<file path="config.mk">
export PLATFORM = sky130hd
export DESIGN_NAME = core_instr_fifo_flat
export DESIGN_NICKNAME = d
export VERILOG_FILES = /design/src/rtl/arb_pkg.sv /design/src/rtl/core_instr_fifo_if.sv /design/src/rtl/fifo_ptr.sv /design/src/rtl/core_instr_fifo.sv /design/src/flat_wrapper.sv
export SDC_FILE = /design/constraint.sdc
export NUM_CORES = 1
export LEC_CHECK = 0
export BUFFER_PORTS_ARGS = -buffer_cell sky130_fd_sc_hd__buf_2
export CORE_MARGIN = 2
export CORE_UTILIZATION = 59
export DETAILED_ROUTE_END_ITERATION = 16
export PLACE_DENSITY = 0.78
export SKIP_LAST_GASP = 1
export SYNTH_ARGS = -nofsm -noshare
export SYNTH_HDL_FRONTEND = slang
export SYNTH_SLANG_ARGS = --single-unit
</file>
<file path="constraint.sdc">
create_clock -name clk -period 6.1 [get_ports clk]
set_input_delay 0.61 -clock clk [delete_from_list [all_inputs] [get_ports clk]]
set_output_delay 0.61 -clock clk [all_outputs]
set_load 0.005 [all_outputs]
</file>
<file path="src/rtl/arb_pkg.sv">
// Shared definitions for the dispatch arbiter and its per-core instruction FIFOs.
package arb_pkg;

    localparam int INSTR_W    = 32;
    localparam int FIFO_DEPTH = 8;
    localparam int FIFO_AF    = 6;

    typedef logic [INSTR_W-1:0] instr_t;

endpackage

</file>
<file path="src/rtl/core_instr_fifo_if.sv">
// Handshake bundle between the arbiter/fetch side (master) and the FIFO (slave).
interface core_instr_fifo_if #(
    parameter int WIDTH = 32,
    parameter int DEPTH = 8
);
    localparam int CW = $clog2(DEPTH) + 1;

    logic             wr_en;
    logic [WIDTH-1:0] wr_data;
    logic             rd_ready;
    logic             rd_valid;
    logic [WIDTH-1:0] rd_data;
    logic             full;
    logic             empty;
    logic             almost_full;
    logic [CW-1:0]    count;
    logic             overflow;
    logic             clr_overflow;

    modport master (
        output wr_en, wr_data, rd_ready, clr_overflow,
        input  rd_valid, rd_data, full, empty, almost_full, count, overflow
    );

    modport slave (
        input  wr_en, wr_data, rd_ready, clr_overflow,
        output rd_valid, rd_data, full, empty, almost_full, count, overflow
    );

endinterface

</file>
<file path="src/rtl/fifo_ptr.sv">
// Wrap-bit pointer: the MSB toggles each time the low bits roll over, so
// full and empty are distinguishable with equal low bits.
module fifo_ptr #(
    parameter int W = 4
) (
    input  logic         clk,
    input  logic         resetn,
    input  logic         inc,
    output logic [W-1:0] ptr
);

    // Advance on increment; wraps naturally at 2**W.
    always_ff @(posedge clk or negedge resetn) begin
        // NOTE: sequential state uses non-blocking assignment so every flop
        // samples pre-edge values regardless of block evaluation order.
        if (!resetn) ptr <= '0;
        else if (inc) ptr <= ptr + W'(1);
    end

endmodule

</file>
<file path="src/rtl/core_instr_fifo.sv">
// Per-core first-word-fall-through instruction queue with occupancy flags
// and a sticky overflow indicator for pushes dropped while full.
module core_instr_fifo
    import arb_pkg::*;
#(
    parameter int WIDTH     = INSTR_W,
    parameter int DEPTH     = FIFO_DEPTH,
    parameter int AF_THRESH = FIFO_AF
) (
    input  logic             clk,
    input  logic             resetn,
    core_instr_fifo_if.slave bus
);

    localparam int AW = $clog2(DEPTH);
    localparam int PW = AW + 1;
    localparam logic [PW-1:0] AF_CNT  = PW'(AF_THRESH);
    localparam logic [PW-1:0] FULL_CNT = PW'(DEPTH);

    logic [WIDTH-1:0] mem [DEPTH];
    logic [PW-1:0]    wr_ptr;
    logic [PW-1:0]    rd_ptr;
    logic [PW-1:0]    count;
    logic             full;
    logic             empty;
    logic             push;
    logic             pop;
    logic             drop;
    logic             overflow;

    // Flags derive only from registered pointers, so they never glitch on inputs.
    assign count = wr_ptr - rd_ptr;
    assign full  = (count == FULL_CNT);
    assign empty = (count == '0);

    // Qualify push/pop; a pop in the same cycle frees the slot for a push when full.
    always_comb begin
        // NOTE: every output of a combinational block gets a default first so
        // no path leaves it unassigned and a latch is never inferred.
        pop  = 1'b0;
        push = 1'b0;
        drop = 1'b0;
        pop  = !empty && bus.rd_ready;
        push = bus.wr_en && (!full || pop);
        drop = bus.wr_en && !push;
    end

    fifo_ptr #(.W(PW)) u_wr_ptr (
        .clk    (clk),
        .resetn (resetn),
        .inc    (push),
        .ptr    (wr_ptr)
    );

    fifo_ptr #(.W(PW)) u_rd_ptr (
        .clk    (clk),
        .resetn (resetn),
        .inc    (pop),
        .ptr    (rd_ptr)
    );

    // Storage write on accepted push.
    always_ff @(posedge clk) begin
        // NOTE: the array has no reset; validity is tracked by the pointers and
        // rd_data is masked when empty, so stale words are never visible.
        if (push) mem[wr_ptr[AW-1:0]] <= bus.wr_data;
    end

    // Sticky overflow: a dropped push wins over a same-cycle clear.
    always_ff @(posedge clk or negedge resetn) begin
        if (!resetn)               overflow <= 1'b0;
        else if (drop)             overflow <= 1'b1;
        else if (bus.clr_overflow) overflow <= 1'b0;
    end

    assign bus.rd_valid    = !empty;
    assign bus.rd_data     = empty ? '0 : mem[rd_ptr[AW-1:0]];
    assign bus.full        = full;
    assign bus.empty       = empty;
    assign bus.almost_full = (count >= AF_CNT);
    assign bus.count       = count;
    assign bus.overflow    = overflow;

endmodule

</file>
<file path="src/flat_wrapper.sv">
// flat-port wrapper written by rule: the top's interface ports become plain ports
module core_instr_fifo_flat import arb_pkg::*;
#(
    parameter int WIDTH     = INSTR_W,
    parameter int DEPTH     = FIFO_DEPTH,
    parameter int AF_THRESH = FIFO_AF
)
  (clk, resetn, bus_wr_en, bus_wr_data, bus_rd_ready, bus_clr_overflow, bus_rd_valid, bus_rd_data, bus_full, bus_empty, bus_almost_full, bus_count, bus_overflow);
  core_instr_fifo_if #(.WIDTH(WIDTH), .DEPTH(DEPTH)) bus_i ();
  input  logic clk;
  input  logic resetn;
  input wire logic [$bits(bus_i.wr_en)-1:0] bus_wr_en;
  input wire logic [$bits(bus_i.wr_data)-1:0] bus_wr_data;
  input wire logic [$bits(bus_i.rd_ready)-1:0] bus_rd_ready;
  input wire logic [$bits(bus_i.clr_overflow)-1:0] bus_clr_overflow;
  output wire logic [$bits(bus_i.rd_valid)-1:0] bus_rd_valid;
  output wire logic [$bits(bus_i.rd_data)-1:0] bus_rd_data;
  output wire logic [$bits(bus_i.full)-1:0] bus_full;
  output wire logic [$bits(bus_i.empty)-1:0] bus_empty;
  output wire logic [$bits(bus_i.almost_full)-1:0] bus_almost_full;
  output wire logic [$bits(bus_i.count)-1:0] bus_count;
  output wire logic [$bits(bus_i.overflow)-1:0] bus_overflow;
  assign bus_i.wr_en = bus_wr_en;
  assign bus_i.wr_data = bus_wr_data;
  assign bus_i.rd_ready = bus_rd_ready;
  assign bus_i.clr_overflow = bus_clr_overflow;
  assign bus_rd_valid = bus_i.rd_valid;
  assign bus_rd_data = bus_i.rd_data;
  assign bus_full = bus_i.full;
  assign bus_empty = bus_i.empty;
  assign bus_almost_full = bus_i.almost_full;
  assign bus_count = bus_i.count;
  assign bus_overflow = bus_i.overflow;
  core_instr_fifo #(.WIDTH(WIDTH), .DEPTH(DEPTH), .AF_THRESH(AF_THRESH)) u_core (.clk(clk), .resetn(resetn), .bus(bus_i));
endmodule
</file>
==> flow_metrics.env, run 1 <==
export IMPL_status="finished clean"
export IMPL_ctsRootBufferMaster="clkbuf_16"
export IMPL_reg2reg_to="u_core.mem[4][3]$_DFFE_PP_"
export IMPL_p_sw_w=0.001902
export IMPL_ys_ff_latch=265
export IMPL_area_growth_pct=16.23
export IMPL_cts_made_buffers=27
export IMPL_insertion_delay_ps=530
export IMPL_rsz0062_at_grt="false"
export IMPL_syn_avg_cell_area_um2=20.31
export IMPL_ys_seq_area_share_pct=76.83
export IMPL_mostFrequentLayoutCells="edfxtp_1, buf_2, nand2_1, mux4_2, a21oi_1"
export IMPL_final_common_cell="edfxtp_1"
export IMPL_fp_dieH_um=136.1
export IMPL_syn_cell_area_um2=10300
export IMPL_crit_path_frequent_cell="buf_4"
export IMPL_die_w_um=136.1
export IMPL_firstDrtPassIters=4
export IMPL_combPwrFrac_pct=32.4
export IMPL_critPathArrivalTime_ps=3900
export IMPL_dp_hpwl_um=11390
export IMPL_clk_pin_slew_ps=60
export IMPL_syn_num_nets=550
export IMPL_critical_path_required_ps=5490
export IMPL_first_iter_violations=446
export IMPL_cts_tree="yes"
export IMPL_num_rows=48
export IMPL_fin_util_pct=69.69
export IMPL_routabilityCongestion=0.8040
export IMPL_hold_end="u_core.mem[3][19]$_DFFE_PP_"
export IMPL_core_area_um2=17180
export IMPL_wl_um=20260
export IMPL_critPathLaunchType="flop"
export IMPL_ys_warn_count=0
export IMPL_first_global_vias=5397
export IMPL_cellLeakagePower_nw=4.093
export IMPL_antenna_found_initial=1
export IMPL_irDropWorstVdd_v=0.0003750
export IMPL_via_per_inst=5.949
export IMPL_timing_final_hold_violations=0
export IMPL_grt_max_degree=68
export IMPL_stdcell_count=851
export IMPL_reg2reg_setup_slack_ps=2070
export IMPL_clkPwrFrac_pct=27.9
export IMPL_cp_cell_sequence="buf_4, inv_1, buf_4, ha_1, xor2_1, or3_4, o21ba_2, a21oi_1, buf_2"
export IMPL_drive_gt1_share_pct=34.40
export IMPL_fin_ws_ps=1591
export IMPL_max_slew_margin_pct=21.17
export IMPL_fin_crit_ps=4509
export IMPL_fin_crit_sh_pct=73.92
export IMPL_fmaxAchievable_mhz=221.8
export IMPL_powerDensity_nw_per_um2=518.9
export IMPL_grt_pass1_wl_um=31380
export IMPL_pwr_share_seq_pct=39.8
export IMPL_ctsResizeCount=0
export IMPL_grt_util_all_layers_pct=23.20
export IMPL_port_buffers=77
export IMPL_p_sw_share_pct=30.62
export IMPL_max_stage_delay_ps=910
export IMPL_slew_viol_final=0
export IMPL_syn_instance_count=507
export IMPL_tightest_slew_ps=1176
export IMPL_fill_cells=1087
export IMPL_finish_net_count=648
export IMPL_dpl_worst_slack_ps=2137
export IMPL_maxCapViolations=0
export IMPL_reg2reg_from="u_core.u_rd_ptr.ptr[2]$_DFFE_PN0P_"
export IMPL_dp_cells=800
export IMPL_start_util_pct=59.96
export IMPL_grt_ovfl_total=0
export IMPL_vias=5063
export IMPL_setup_tns_ps=0
export IMPL_min_delay_path_depth=1
export IMPL_ant_nets=0
export IMPL_reg2regPathDepth=10
export IMPL_htreeDepth=1
export IMPL_crit_fanout=37
export IMPL_skew_ps=18.54
export IMPL_clk_path_buf_depth=3
export IMPL_wl_per_cell_um=23.81
export IMPL_worstSetupPathType="flop to primary output"
export IMPL_p_int_w=0.004310
export IMPL_worst_setup_path_end_kind="primary output"
export IMPL_ios=78
export IMPL_hold_class="primary input to flop"
export IMPL_ys_types=31
export IMPL_clock_sinks=265
export IMPL_setup_viol=0
export IMPL_worstHoldStart="bus_wr_data[19]"
export IMPL_die_area_um2=18530
export IMPL_drc_errors=0
export IMPL_cp_slowest_cell="o21ba_2"
==> registers in the layout (all words and copies together), names as in the netlist <==
signal / flops
u_core.u_wr_ptr.ptr: 4
u_core.mem: 256
u_core.u_rd_ptr.ptr: 4
u_core.bus.overflow: 1
==> power groups by stage <==
stage	logic (W)	registers (W)	clock network [W]
finish	0.00201	0.00247	0.00173
CTS	0.00205	0.00247	0.00176
global route	0.00220	0.00250	0.00182
floorplan	0.00137	0.00243	0
global placement	0.00198	0.00248	0
detailed placement	0.00203	0.00251	0
==> synthesized netlist by cell type <==
library cell / number / share of area (%)
buf_1: 2 / 0.073
fa_1: 1 / 0.19
dfrtp_1: 9 / 2.2
buf_4: 4 / 0.29
mux4_2: 64 / 14
inv_1: 10 / 0.36
edfxtp_1: 256 / 75
o21ba_2: 1 / 0.097
mux2_4: 2 / 0.29
or2_2: 1 / 0.061
nor4_1: 1 / 0.061
o31ai_1: 1 / 0.073
clkbuf_1: 11 / 0.40
nand2b_4: 1 / 0.13
xor2_1: 3 / 0.26
ha_1: 5 / 0.61
nor2_1: 3 / 0.11
buf_6: 1 / 0.11
buf_2: 8 / 0.39
and3_1: 1 / 0.061
a32o_1: 1 / 0.097
nand3b_1: 2 / 0.15
nand2_1: 70 / 2.6
xnor2_1: 5 / 0.43
nand3_1: 1 / 0.049
nor3_1: 5 / 0.24
nand4_1: 1 / 0.061
a21oi_1: 34 / 1.7
or3_4: 1 / 0.11
nand2b_1: 1 / 0.061
o41a_4: 1 / 0.21
==> cells by family after synthesis <==
logic type / count (synthesis) / synth area share, %
XOR/XNOR: 8 / 0.6804
multiplexers: 66 / 14.29
flip-flops: 265 / 76.83
adder cells (fa/ha/maj): 6 / 0.8019
AO/OA/AOI/OAI: 38 / 2.126
AND/OR/NAND/NOR: 88 / 3.645
buffers and inverters: 36 / 1.628
==> how the worst max path moves through the flow <==
stage	from	endpoint	cells past startpoint
floorplan	u_core.u_rd_ptr.ptr[2]$_DFFE_PN0P_	u_core.mem[0][0]$_DFFE_PP_	9
global placement	u_core.u_rd_ptr.ptr[2]$_DFFE_PN0P_	bus_rd_data[20]	9
detailed placement	u_core.u_rd_ptr.ptr[2]$_DFFE_PN0P_	bus_rd_data[20]	9
CTS	u_core.u_rd_ptr.ptr[2]$_DFFE_PN0P_	bus_rd_data[20]	9
global route	u_core.u_rd_ptr.ptr[2]$_DFFE_PN0P_	bus_rd_data[23]	9
finish	u_core.u_rd_ptr.ptr[2]$_DFFE_PN0P_	bus_rd_data[23]	9
==> metrics by stage <==
stage                     hold WS (ps)  area [µm²]  total power, W
after floorplan                  314.4       10300        0.003801
final                            349.2       11970        0.006211
after global routing             342.9       11970        0.006517
after detailed placement         469.2       11010        0.004535
after global placement           464.3       11010        0.004465
after CTS                        322.1       11970        0.006285
==> critical path, delay by kind of cell, from the launching register on <==
family,cells,cell delay (ps)
AOI/OAI and AO/OA,2,1070
DFF,1,360
adders and majority gates,1,370
xor gates and xnor gates,1,180
buffers and inverters,4,970
and+or+nand+nor,1,360
==> per-layer routing <==
metal / vias up / track usage, % / wire length (µm)
li1: 2227 / - / -
met3: 34 / 3.579 / 1335
met1: 2627 / 31.11 / 7651
met5: - / 0 / 0
met4: 0 / 7.523 / 381
met2: 175 / 39.73 / 10900
==> layout make-up <==
| cell class | instances | area [µm²] | share of cell area (%) |
|---|---|---|---|
| Sequential cell | 265 | 7918 | 66.14 |
| Multi-Input combinational cell | 206 | 2260 | 18.88 |
| Clock buffer | 31 | 690.7 | 5.770 |
| Timing Repair Buffer | 95 | 523.0 | 4.369 |
| Tap cell | 225 | 281.5 | 2.352 |
| Clock inverter | 18 | 257.7 | 2.153 |
| Inverter | 10 | 37.54 | 0.3136 |
| Antenna cell | 1 | 2.502 | 0.02091 |
==> timing repair <==
action	4_1_cts	5_1_grt
hold buffers	1	0
setup endpoints to repair	0	0
setup buffers	0	0
endpoints found under the hold margin	9	0
(Power assumes the default switching activity.)
==> inputs of run 2 (changes only) <==
Settings changed: ABC_AREA from default to 1, CORE_UTILIZATION 59 to 54, PLACE_DENSITY 0.78 to 0.75.
Clock period 6.1 ns to 4.1 ns, I/O delays scaled along.
==> run 2 against run 1 <==
  * Sequential power up 43%
  * Final cell count grew 46%
  * Combinational power grew 83%
  * First-iteration DRC count is 45% higher
  * Synthesized cell count up 75%
  * Non-clock buffer count decreased by 4
  * Critical path type unchanged
  * Core utilization is 8.1 points lower
  * Sequential share of layout area is 2.0 points lower
  * Flip-flop and latch count unchanged
  * Largest power group is now combinational cells
==> flow_metrics.env, run 2 <==
export IMPL_rsz0062_at_grt="false"
export IMPL_cts_tree="yes"
export IMPL_die_w_um=146.2
export IMPL_reg2reg_setup_slack_ps=820
export IMPL_start_util_pct=54.46
export IMPL_ant_nets=0
export IMPL_die_area_um2=21360
export IMPL_powerDensity_nw_per_um2=768.9
export IMPL_routabilityCongestion=0.7463
export IMPL_cts_setup_buffers=0
export IMPL_clk_pin_slew_ps=60
export IMPL_final_common_cell="edfxtp_1"
export IMPL_setup_viol=0
export IMPL_core_area_um2=20040
export IMPL_setup_tns_ps=0
export IMPL_synthFlopType="edfxtp_1"
export IMPL_wl_per_cell_um=18.20
export IMPL_cp_cell_sequence="inv_1, ha_1, inv_1, fa_1, or2_4, nor2_4, nand3_2, inv_2, buf_4, nor3_1, buf_2"
export IMPL_fp_dieH_um=146.2
export IMPL_power_w=0.009486
export IMPL_via_per_inst=5.529
export IMPL_firstDrtPassIters=5
export IMPL_synthSimpleGateAreaFrac_pct=18.41
export IMPL_largest_register_ffs=256
export IMPL_syn_cell_area_um2=10910
export IMPL_max_slew_margin_pct=18.68
export IMPL_ys_warn_count=0
export IMPL_htreeDepth=1
export IMPL_drive_gt1_share_pct=17.88
export IMPL_num_rows=52
export IMPL_insertion_delay_ps=530
export IMPL_ys_seq_area_share_pct=72.50
export IMPL_grt_ovfl_total=0
export IMPL_irDropWorstVdd_v=0.0004404
export IMPL_crit_fanout=18
export IMPL_worstSetupPathType="flop to primary output"
export IMPL_syn_instance_count=887
export IMPL_first_global_vias=6659
export IMPL_postSynth_asyncResetShare_pct=3.396
export IMPL_timing_final_hold_violations=0
export IMPL_vias=6884
export IMPL_ios=78
export IMPL_hold_class="primary input to flop"
export IMPL_fin_hold_ws_ps=78.44
export IMPL_fin_crit_sh_pct=85.84
export IMPL_fin_crit_ps=3519
export IMPL_synth_edf_count=256
export IMPL_max_stage_delay_ps=460
export IMPL_reg2reg_from="u_core.u_wr_ptr.ptr[0]$_DFFE_PN0P_"
export IMPL_synth_fa_ha_area_share_pct=0.7566
export IMPL_grt_pass1_wl_um=35960
export IMPL_synth_commonest_cells="edfxtp_1, nand2_1, nand3_1"
export IMPL_wl_um=22660
export IMPL_critical_path_required_ps=3690
export IMPL_synth_most_common_cell="edfxtp_1"
export IMPL_fmaxAchievable_mhz=284.1
export IMPL_dp_hpwl_um=11890
export IMPL_synth_top_area_cell="edfxtp_1"
export IMPL_ys_types=28
export IMPL_reg2regPathDepth=9
export IMPL_cp_slowest_cell="dfrtp_1"
export IMPL_worst_setup_path_end_kind="primary output"
export IMPL_synth_xor_area_share_pct=0.4700
export IMPL_synth_compound_gate_area_share_pct=4.551
export IMPL_clock_sinks=265
export IMPL_finish_net_count=996
export IMPL_cp_top_family="buffers and inverters"
export IMPL_syn_num_nets=930
export IMPL_synth_top_family_by_area="simple AND/OR/NAND/NOR gates"
export IMPL_reg2reg_to="u_core.mem[2][22]$_DFFE_PP_"
export IMPL_fill_cells=1601
export IMPL_path_buf_inv=5
export IMPL_hold_end="u_core.bus.overflow$_DFFE_PN0P_"
export IMPL_maxCapViolations=0
export IMPL_critPathLaunchType="flop"
export IMPL_antenna_found_initial=4
export IMPL_tightest_slew_ps=1217
export IMPL_grt_util_all_layers_pct=21.37
export IMPL_mostFrequentLayoutCells="edfxtp_1, nand2_1, nand3_1, buf_2"
export IMPL_slew_viol_final=0
export IMPL_skew_ps=18.71
export IMPL_synth_area_leaders="edfxtp_1, nand2_1, nand3_1, a21oi_1, nor3_2"
export IMPL_cellLeakagePower_nw=4.416
export IMPL_ctsResizeCount=0
export IMPL_crit_path_frequent_cell="inv_1"
export IMPL_worstHoldStart="bus_clr_overflow"
export IMPL_ys_ff_latch=265
export IMPL_first_iter_violations=648
export IMPL_clk_path_buf_depth=3
export IMPL_synthMuxAreaShare_pct=0
export IMPL_area_growth_pct=13.05
export IMPL_syn_avg_cell_area_um2=12.30
export IMPL_ctsRootBufferMaster="clkbuf_16"
export IMPL_min_delay_path_depth=2
export IMPL_status="finished clean"
export IMPL_grt_max_degree=87
export IMPL_drc_errors=0
export IMPL_port_buffers=77
export IMPL_cts_made_buffers=27
export IMPL_critPathArrivalTime_ps=3110
export IMPL_synth_top_cell_area_share_pct=70.43
## run 2: changes by cell type after synthesis, sizes merged, moves of 2 or more
cell / delta
nand2: +155
o21ai: +33
a21oi: +31
mux2: -2
buf: +29
nand3: +107
nor3: +28
nand3b: -2
nand2b: -2
nor2: +71
inv: +7
xnor2: -4
mux4: -64
## run 2: area by class of cell
class | instances | area [µm²] | share of cell area [%]
inverter | 17 | 65.06 | 0.5273
antenna | 2 | 5.005 | 0.04056
clock buffer | 35 | 705.7 | 5.719
tap | 270 | 337.8 | 2.738
clock inverter | 14 | 113.9 | 0.9228
sequential | 265 | 7918 | 64.17
timing repair buffer | 91 | 493.0 | 3.996
multi-input combinational | 551 | 2700 | 21.88
## run 2: worst max-delay path by stage
stage,start,endpoint,slack [ps],cells after the start
floorplan,u_core.u_rd_ptr.ptr[1]$_DFFE_PN0P_,u_core.mem[2][0]$_DFFE_PP_,490,9
global placement,u_core.u_wr_ptr.ptr[0]$_DFFE_PN0P_,u_core.mem[5][18]$_DFFE_PP_,880,9
detailed placement,u_core.u_wr_ptr.ptr[0]$_DFFE_PN0P_,u_core.mem[5][18]$_DFFE_PP_,810,9
CTS,u_core.u_rd_ptr.ptr[0]$_DFFE_PN0P_,bus_rd_data[20],570,7
global route,u_core.u_rd_ptr.ptr[0]$_DFFE_PN0P_,bus_rd_data[1],360,7
finish,u_core.u_wr_ptr.ptr[0]$_DFFE_PN0P_,bus_rd_data[1],580,11
## run 2: through the flow
stage          instance area [µm²]  utilization [%]  cells  worst slack (ps)
2_1_floorplan                10910                -    887             492.1
3_3_place_gp                 11500            57.41   1193             882.1
3_5_place_dp                 11500            57.41   1193             814.4
4_1_cts                      12330            61.54   1243             568.4
5_1_grt                      12340            61.56   1244             359.5
6_report                     12340            61.57   1245             580.7
## run 2: power breakdown
part | total, W | switching [W] | internal [W]
Clock | 0.00227 | 0.000943 | 0.00133
Sequential | 0.00354 | 0.000120 | 0.00342
Combinational | 0.00367 | 0.00242 | 0.00125
## run 2: kinds of logic after synthesis
family	Yosys count
AOI/OAI and AO/OA	99
DFF	265
adders and majority gates	6
xor gates and xnor gates	5
buffers and inverters	71
and+or+nand+nor	441
## run 2: timing repair
item	CTS	global route
hold endpoints to repair	9	0
setup endpoints to repair	0	0
hold buffers	1	0
## run 2: per-layer routing
layer	GRT usage, %	routed length (µm)
met2	36.39	11120
met4	5.777	507
met5	0	27
met3	3.250	1491
met1	29.14	9517
